$ cat src/rtl/ps2_tx.sv
// ps2_tx: device (keyboard) end of a PS/2 link. Serialises one byte per frame
// (start, 8 data bits LSB first, odd parity, stop) on ps2_clk/ps2_data, then
// holds the line idle for GAP_BITS bit-periods before the next frame.
// Define PS2_TX_FIFO_EN to add a 4-entry input FIFO; without it the block
// accepts a byte only while idle.
module ps2_tx #(
    parameter int CLK_DIV  = 2500,
    parameter int GAP_BITS = 2
) (
    input  logic       clk,
    input  logic       rst,
    input  logic [7:0] din,
    input  logic       valid,
    output logic       ready,
    output logic       ps2_clk,
    output logic       ps2_data,
    output logic       busy
);

    localparam int              PERIOD    = 2 * CLK_DIV;
    localparam int              CW        = $clog2(PERIOD);
    localparam logic [CW-1:0]   HALF_LAST = CW'(CLK_DIV - 1);
    localparam logic [CW-1:0]   PER_LAST  = CW'(PERIOD - 1);
    localparam logic [3:0]      STOP_IDX  = 4'd10;
    localparam logic [3:0]      GAP_LAST  = 4'(GAP_BITS - 1);

    typedef enum logic [1:0] {
        S_IDLE,
        S_SEND,
        S_GAP
    } state_e;

    state_e          state_q, state_d;
    logic [CW-1:0]   cnt_q, cnt_d;       // cycle within the current bit-period
    logic [3:0]      bit_q, bit_d;       // frame bit index, or gap bit index
    logic [9:0]      shift_q, shift_d;   // bits still to send after the current one
    logic            clk_q, clk_d;
    logic            data_q, data_d;
    logic            busy_q, busy_d;
    logic            ready_q, ready_d;

    logic            have_byte;          // a byte is available to start a frame
    logic [7:0]      next_byte;          // the byte a new frame would carry

`ifdef PS2_TX_FIFO_EN
    logic [7:0]      mem_q [4];
    logic [1:0]      wr_q, rd_q;
    logic [2:0]      count_q, count_d;
    logic            push;
    logic            pop;

    // The head entry stays in the FIFO until its gap ends, so the byte in
    // flight still occupies a slot.
    assign push      = valid && ready_q;
    assign pop       = (state_q == S_GAP) && (cnt_q == PER_LAST) && (bit_q == GAP_LAST);
    assign have_byte = (count_q != 3'd0);
    assign next_byte = mem_q[rd_q];

    // Occupancy after this cycle's push/pop; ready only follows from the old full flag.
    always_comb begin
        count_d = count_q + {2'b00, push} - {2'b00, pop};
        ready_d = (count_d != 3'd4);
    end

    // FIFO storage and pointers.
    always_ff @(posedge clk or negedge rst) begin
        if (!rst) begin
            // NOTE: storage is cleared on reset so no stale byte survives an abort;
            // this is deliberate, most RAM-style arrays should be left unreset.
            for (int i = 0; i < 4; i++) mem_q[i] <= '0;
            wr_q    <= '0;
            rd_q    <= '0;
            count_q <= '0;
        end else begin
            if (push) begin
                mem_q[wr_q] <= din;
                wr_q        <= wr_q + 2'd1;
            end
            if (pop) rd_q <= rd_q + 2'd1;
            count_q <= count_d;
        end
    end
`else
    assign have_byte = valid && ready_q;
    assign next_byte = din;

    // Unbuffered: accept only while the next cycle is idle.
    always_comb ready_d = (state_d == S_IDLE);
`endif

    // Next-state and registered-output logic for the frame sequencer.
    always_comb begin
        // NOTE: every target gets a default first so no path leaves one unassigned
        // (which would infer a latch).
        state_d = state_q;
        cnt_d   = cnt_q;
        bit_d   = bit_q;
        shift_d = shift_q;
        clk_d   = clk_q;
        data_d  = data_q;
        busy_d  = busy_q;

        case (state_q)
            S_IDLE: begin
                clk_d  = 1'b1;
                data_d = 1'b1;
                busy_d = 1'b0;
                if (have_byte) begin
                    state_d = S_SEND;
                    cnt_d   = '0;
                    bit_d   = '0;
                    shift_d = {1'b1, ~^next_byte, next_byte};
                    data_d  = 1'b0;            // start bit
                    busy_d  = 1'b1;
                end
            end

            S_SEND: begin
                if (cnt_q == PER_LAST) begin
                    cnt_d = '0;
                    clk_d = 1'b1;
                    if (bit_q == STOP_IDX) begin
                        state_d = S_GAP;
                        bit_d   = '0;
                        data_d  = 1'b1;
                    end else begin
                        bit_d   = bit_q + 4'd1;
                        data_d  = shift_q[0];
                        shift_d = {1'b1, shift_q[9:1]};
                    end
                end else begin
                    cnt_d = cnt_q + 1'b1;
                    if (cnt_q == HALF_LAST) clk_d = 1'b0;
                end
            end

            S_GAP: begin
                clk_d  = 1'b1;
                data_d = 1'b1;
                if (cnt_q == PER_LAST) begin
                    cnt_d = '0;
                    if (bit_q == GAP_LAST) begin
                        state_d = S_IDLE;
                        busy_d  = 1'b0;
                    end else begin
                        bit_d = bit_q + 4'd1;
                    end
                end else begin
                    cnt_d = cnt_q + 1'b1;
                end
            end

            default: state_d = S_IDLE;
        endcase
    end

    // State and output registers; reset forces the idle line immediately.
    always_ff @(posedge clk or negedge rst) begin
        if (!rst) begin
            state_q <= S_IDLE;
            cnt_q   <= '0;
            bit_q   <= '0;
            shift_q <= '0;
            clk_q   <= 1'b1;
            data_q  <= 1'b1;
            busy_q  <= 1'b0;
            ready_q <= 1'b0;
        end else begin
            // NOTE: non-blocking assignments so every register samples the
            // pre-edge values, independent of statement order.
            state_q <= state_d;
            cnt_q   <= cnt_d;
            bit_q   <= bit_d;
            shift_q <= shift_d;
            clk_q   <= clk_d;
            data_q  <= data_d;
            busy_q  <= busy_d;
            ready_q <= ready_d;
        end
    end

    assign ready    = ready_q;
    assign ps2_clk  = clk_q;
    assign ps2_data = data_q;
    assign busy     = busy_q;

endmodule

$ cat config.mk
export PLATFORM = sky130hd
export DESIGN_NAME = ps2_tx
export DESIGN_NICKNAME = d
export VERILOG_FILES = /design/src/rtl/ps2_tx.sv
export SDC_FILE = /design/constraint.sdc
export NUM_CORES = 1
export LEC_CHECK = 0
export ABC_AREA = 0
export CAP_MARGIN = 30
export CORE_MARGIN = 2
export CORE_UTILIZATION = 41
export CTS_BUF_LIST = sky130_fd_sc_hd__clkbuf_16
export DETAILED_ROUTE_END_ITERATION = 10
export HOLD_SLACK_MARGIN = 0.08
export REMOVE_ABC_BUFFERS = 1
export SYNTH_ARGS = -nofsm -noshare
export SYNTH_HDL_FRONTEND = slang
export SYNTH_SLANG_ARGS = --single-unit
$ cat constraint.sdc
create_clock -name clk -period 2.95 [get_ports clk]
set_input_delay 0.295 -clock clk [delete_from_list [all_inputs] [get_ports clk]]
set_output_delay 0.295 -clock clk [all_outputs]
set_load 0.02 [all_outputs]
==> results_dict.tcl, run 1 <==
set metrics [dict create \
    status "finished, final reports clean" \
    post-dp-hpwl_mm 2.75 \
    path_class "flop to flop" \
    comb_power_share 0.049 \
    cp_data_arrival_time_ns 2.66 \
    switching_share 0.206 \
    synth_top_family_by_area "simple AND/OR/NAND/NOR gates" \
    finClkSkew_ns 0.00366 \
    antenna_found_initial 0 \
    p_clk_frac 0.491 \
    cts_resized 0 \
    internal-power_mw 0.782 \
    final_nets 243 \
    r2r_start "cnt_q[0]$_DFFE_PN0P_" \
    synthCells 208 \
    cts_buffer_depth 2 \
    drv_slew 0 \
    postSynthAreaPerCell_um2 9.52 \
    synth_compound_area_frac 0.150 \
    seqCellArea_um2 828 \
    netSwitchingPower_mw 0.203 \
    setup_violations 0 \
    die_h_um 73.5 \
    synth_area_um2 1980 \
    n_antenna_cell 0 \
    async_flop_share 1.00 \
    cts.htree.levels 2 \
    num_vias 1507 \
    clk-insertion-delay-late_ns 0.28 \
    yosysUniqueCellTypes 46 \
    cp.required_ns 3.14 \
    drc 0 \
    drt-initial-drc-count 75 \
    synth-edff-count 0 \
    cts_buffers 5 \
    row_count 25 \
    vias_per_cell 5.42 \
    maxCapViolations 0 \
    ys_seq_area_frac 0.418 \
    worst_slew_pin_slew_ns 0.727 \
    setup_tns_ns 0 \
    die-area_um2 5400 \
    synth_seq_cells 33 \
    ys_warn_count 0 \
    grt_pass1_wl_mm 6.92 \
    cp-start-kind "flop" \
    cts-root-buf "clkbuf_16" \
    max_freq_mhz 405 \
    nFillCells 448 \
    grt.total_usage 0.168 \
    slowest_delay_ns 0.53 \
    ioPinCount 15 \
    core-area_um2 4690 \
    synth-main-ff-cell "dfrtp_1" \
    rsz0062_at_grt "no" \
    synth-xor-area-share 0.0708 \
    final.min_clock_period_ns 2.47 \
    cp-end-kind "flop" \
    layout_common_cells "dfrtp_1 (31), nor2_1 (28), a21oi_1 (19)" \
    port_buffers 14 \
    min_path_type "input pin to async pin" \
    crit_fanout 12 \
    powerDensity_nw_per_um2 426 \
    slew_headroom 0.515 \
    grt_pass1_vias 1469 \
    synthMuxAreaShare 0.0670 \
    setup_ws_ns 0.480 \
    finalCoreUtilization 0.493 \
    irDropWorstVdd_uv 221 \
    pre_cts_slack_ns 0.473 \
    die-width_um 73.5 \
    cts_hold_buf 0 \
    power.leakage_nw 1.02 \
    startpoint "cnt_q[0]$_DFFE_PN0P_" \
    grt_remaining_overflow 0 \
    first_pass_iters 5 \
    final_cell_count_no_fill 278 \
    hold_viol 0 \
    synth_fa_ha_area_frac 0.0505 \
    sequentialPowerShare 0.460 \
    floorplan.initialDensity 0.422 \
    grt_max_degree 34 \
    crit_slowest_cell "or4b_4" \
    path_clk_slew_ns 0.05 \
    cts.sinks 33 \
    finalWeightedCongestion 0.876 \
    design_area_um2 2310 \
    synthSimpleGateAreaFrac 0.209 \
    layout_commonest_cell "dfrtp_1" \
    multi_input_area_um2 1080 \
    ant_nets 0 \
    cts_tree "done" \
    routed_wl_mm 3.90 \
    post_dp_cell_area_um2 2180 \
    fin_crit_sh 0.837 \
    drive_gt1_frac 0.121 \
    area_delta_synth_final_pct 16.8 \
    cp_cell_sequence "ha_1 > or4b_1 > nand4bb_4 > and2_4 > or4b_4 > o31ai_2" \
    wl_per_cell_um 14.0 \
    dp_cells 271 \
    post_cts_buffers 0 \
]
-- cells in the mapped netlist (2+ instances only) --
cell      instances  area share
dfrtp_1          31        0.39
xnor2_1          12       0.053
dfstp_2           2       0.027
a211oi_1          2      0.0076
mux2i_1          11       0.056
and4bb_2          2       0.013
or2_2             2      0.0063
o21a_1            2      0.0076
a21o_1            2      0.0076
clkbuf_1          7       0.013
nand2_1          14       0.027
o21ai_0           5       0.013
a21oi_1          19       0.048
nand2b_1          2      0.0063
nand3_1           8       0.020
mux2_2            2       0.011
xor2_1            4       0.018
and3_1            5       0.016
a31oi_1           3      0.0095
nor2_1           28       0.053
ha_1              8       0.051
inv_1             8       0.015
nor3_1            6       0.015
-- stage by stage --
stage | hold slack [ns] | total power [mW]
floorplan | -0.000591 | 0.482
global placement | 0.455 | 0.511
detailed placement | 0.458 | 0.511
CTS | 0.452 | 1.00
global route | 0.478 | 1.03
finish | 0.425 | 0.986
-- sequential cells by signal (all words and copies together), names as in the netlist --
| signal | cells |
|---|---|
| shift_q | 10 |
| state_q | 2 |
| ps2_data | 1 |
| bit_q | 4 |
| busy | 1 |
| cnt_q | 13 |
| ps2_clk | 1 |
| ready | 1 |
-- layout make-up --
| cell class | count | share of cell area |
|---|---|---|
| tap | 54 | 0.0292 |
| clock buffer | 5 | 0.0541 |
| timing repair buffer | 18 | 0.0736 |
| clock inverter | 2 | 0.00379 |
| multi-input combinational | 158 | 0.468 |
| inverter | 8 | 0.0130 |
| sequential | 33 | 0.358 |
-- layer usage --
layer	vias to the layer above	global-route usage	part of all wire
met3	6	0.0425	0.029
met4	0	0.0768	0.019
met1	713	0.226	0.50
met5	-	0	0
li1	767	-	-
met2	21	0.252	0.45
-- critical path: cells and delay by family, from the launching register on --
kind,cells,cell delay (ns)
AOI/OAI and AO/OA,1,0.22
adders and majority gates,1,0.18
DFF,1,0.39
and+or+nand+nor,4,1.61
-- final timing paths --
path                       slack, ns                      to  depth (start not counted)
hold / removal                  0.43   cnt_q[11]$_DFFE_PN0P_                          2
setup / recovery                0.48    bit_q[3]$_DFFE_PN0P_                          6
min in group clk                0.46  shift_q[9]$_DFFE_PN0P_                          1
hold reg to reg                 0.46  shift_q[9]$_DFFE_PN0P_                          1
max in group asynchronous       2.19    ps2_data$_DFFE_PN1P_                          2
setup reg to reg                0.48    bit_q[3]$_DFFE_PN0P_                          6
-- kinds of logic after synthesis --
| logic type | after synthesis |
|---|---|
| AOI/OAI and AO/OA | 44 |
| xor gates and xnor gates | 16 |
| adders and majority gates | 8 |
| buffers and inverters | 17 |
| DFF | 33 |
| muxes | 13 |
| and+or+nand+nor | 77 |
-- power groups by stage --
stage | clock network, mW | logic [mW] | registers [mW]
floorplan | 0 | 0.0214 | 0.461
global placement | 0 | 0.0496 | 0.461
detailed placement | 0 | 0.0502 | 0.461
CTS | 0.501 | 0.0506 | 0.453
global route | 0.517 | 0.0567 | 0.453
finish | 0.484 | 0.0485 | 0.453
No activity file was read; power rests on OpenSTA's default activity.
==> inputs of run 2 (changes only) <==
==> constraint.sdc (replaced) <==
create_clock -name clk -period 2 [get_ports clk]
set_input_delay 0.2 -clock clk [delete_from_list [all_inputs] [get_ports clk]]
set_output_delay 0.2 -clock clk [all_outputs]
set_load 0.02 [all_outputs]
==> results_dict.tcl, run 2 (synthesis results as in run 1) <==
set metrics [dict create \
    setup_ws_ns -0.221 \
    core-area_um2 4690 \
    grt_max_degree 34 \
    ant_nets 0 \
    power.leakage_nw 1.20 \
    reg_top3 "cnt_q (13), shift_q (10), bit_q (4)" \
    final_nets 274 \
    grt.total_usage 0.182 \
    ioPinCount 15 \
    crit_slowest_cell "or4b_4" \
    path_class "flop to flop" \
    maxCapViolations 0 \
    cts_buffer_depth 2 \
    r2r_end "bit_q[3]$_DFFE_PN0P_" \
    drc 0 \
    port_buffers 14 \
    finalWeightedCongestion 0.884 \
    worst_slew_pin_slew_ns 0.421 \
    crit_fanout 4 \
    row_count 25 \
    slew_headroom 0.720 \
    finClkSkew_ns 0.00541 \
    final.min_clock_period_ns 2.22 \
    rsz0062_at_grt "yes" \
    drive_gt1_frac 0.250 \
    status "finished, violations left" \
    fin_crit_sh 1.11 \
    total_power_mw 1.59 \
    cts_hold_buf 0 \
    min_path_type "input pin to async pin" \
    first_pass_iters 4 \
    wl_per_cell_um 14.3 \
    grt_remaining_overflow 0 \
    layout_commonest_cell "buf_4" \
    die_h_um 73.5 \
    drt-initial-drc-count 72 \
    num_vias 1624 \
    area_delta_synth_final_pct 33.5 \
    cts_tree "done" \
    path_buf_inv 0 \
    cp_common_cell "or4b_4" \
    r2r_start "cnt_q[1]$_DFFE_PN0P_" \
    cp-end-kind "flop" \
    path_clk_slew_ns 0.05 \
    powerDensity_nw_per_um2 601 \
    pre_cts_slack_ns -0.321 \
    die-area_um2 5400 \
    rrSetupSlack_ns -0.22 \
    grt_pass1_vias 1581 \
    violations "setup timing" \
    routed_wl_mm 4.43 \
    cp_data_arrival_time_ns 2.41 \
    antenna_found_initial 0 \
    slowest_delay_ns 0.55 \
    irDropWorstVdd_uv 468 \
    cts.sinks 33 \
    cts-root-buf "clkbuf_16" \
    max_freq_mhz 450 \
    top_register "cnt_q" \
    ff2ff_path_depth 6 \
    die-width_um 73.5 \
    largest_register_ffs 13 \
    path_delay_family "simple AND/OR/NAND/NOR gates" \
    layout_common_cells "buf_4 (32), dfrtp_1 (31), nor2_1 (27)" \
    post-dp-hpwl_mm 3.09 \
    floorplan.initialDensity 0.422 \
    dp_cells 297 \
    n_antenna_cell 0 \
    cp.required_ns 2.19 \
    setup_violations 6 \
    fin_hold_ws_ns 0.338 \
    final_cell_count_no_fill 310 \
    clk-insertion-delay-late_ns 0.27 \
    hold_viol 0 \
    drv_slew 0 \
    cp-start-kind "flop" \
    cts.htree.levels 2 \
    vias_per_cell 5.24 \
    cp_cell_sequence "ha_2 > or4b_4 > nand4bb_4 > and2_4 > or4b_4 > o31ai_4" \
    grt_pass1_wl_mm 7.53 \
    cts_buffers 5 \
]
run 2: cell types whose count changed in the layout (fill, tap and decap cells not counted), sizes merged:
cell / before / now
buf: 4 / 35
bufinv: 0 / 1
run 2: where the power goes:
part	switching, mW	leakage, nW	internal (mW)
logic	0.0326	0.703	0.0389
clock network	0.271	0.0826	0.578
registers	0	0.414	0.669
run 2: through the flow:
stage	instance area, µm²	util	setup TNS (ns)
after floorplan	1940	-	-2.12
after global placement	2390	0.509	-0.863
after detailed placement	2390	0.509	-1.24
after CTS	2570	0.547	-0.736
after global routing	2640	0.563	-2.76
final	2640	0.563	-0.854
run 2: worst max path at each step:
stage | endpoint | cells after the start | from
global route | bit_q[3]$_DFFE_PN0P_ | 6 | cnt_q[0]$_DFFE_PN0P_
finish | bit_q[3]$_DFFE_PN0P_ | 6 | cnt_q[1]$_DFFE_PN0P_
global placement | bit_q[3]$_DFFE_PN0P_ | 6 | cnt_q[0]$_DFFE_PN0P_
detailed placement | bit_q[3]$_DFFE_PN0P_ | 6 | cnt_q[0]$_DFFE_PN0P_
CTS | bit_q[3]$_DFFE_PN0P_ | 6 | cnt_q[1]$_DFFE_PN0P_
floorplan | bit_q[3]$_DFFE_PN0P_ | 6 | cnt_q[0]$_DFFE_PN0P_
run 2: area by class of cell:
cell class | instances | area, µm²
Fill cell | 407 | 2050
Multi-Input combinational cell | 158 | 1130
Sequential cell | 33 | 828
Timing Repair Buffer | 49 | 423
Clock buffer | 5 | 125
Tap cell | 54 | 67.6
Clock inverter | 3 | 37.5
Inverter | 8 | 30.0
run 2: metal layers:
layer / part of all wire / wire [µm] / GRT usage
met5: 0 / 0 / 0
met4: 0.0097 / 43 / 0.0606
met3: 0.033 / 146 / 0.0453
met2: 0.48 / 2140 / 0.291
met1: 0.47 / 2100 / 0.242
run 2: repair_timing:
action,in CTS,in global routing
setup buffers,1,3
endpoints found under the hold margin,0,0
pin swaps,4,2
cloned,0,1
resized for setup,3,12
endpoints found under the setup margin,16,22
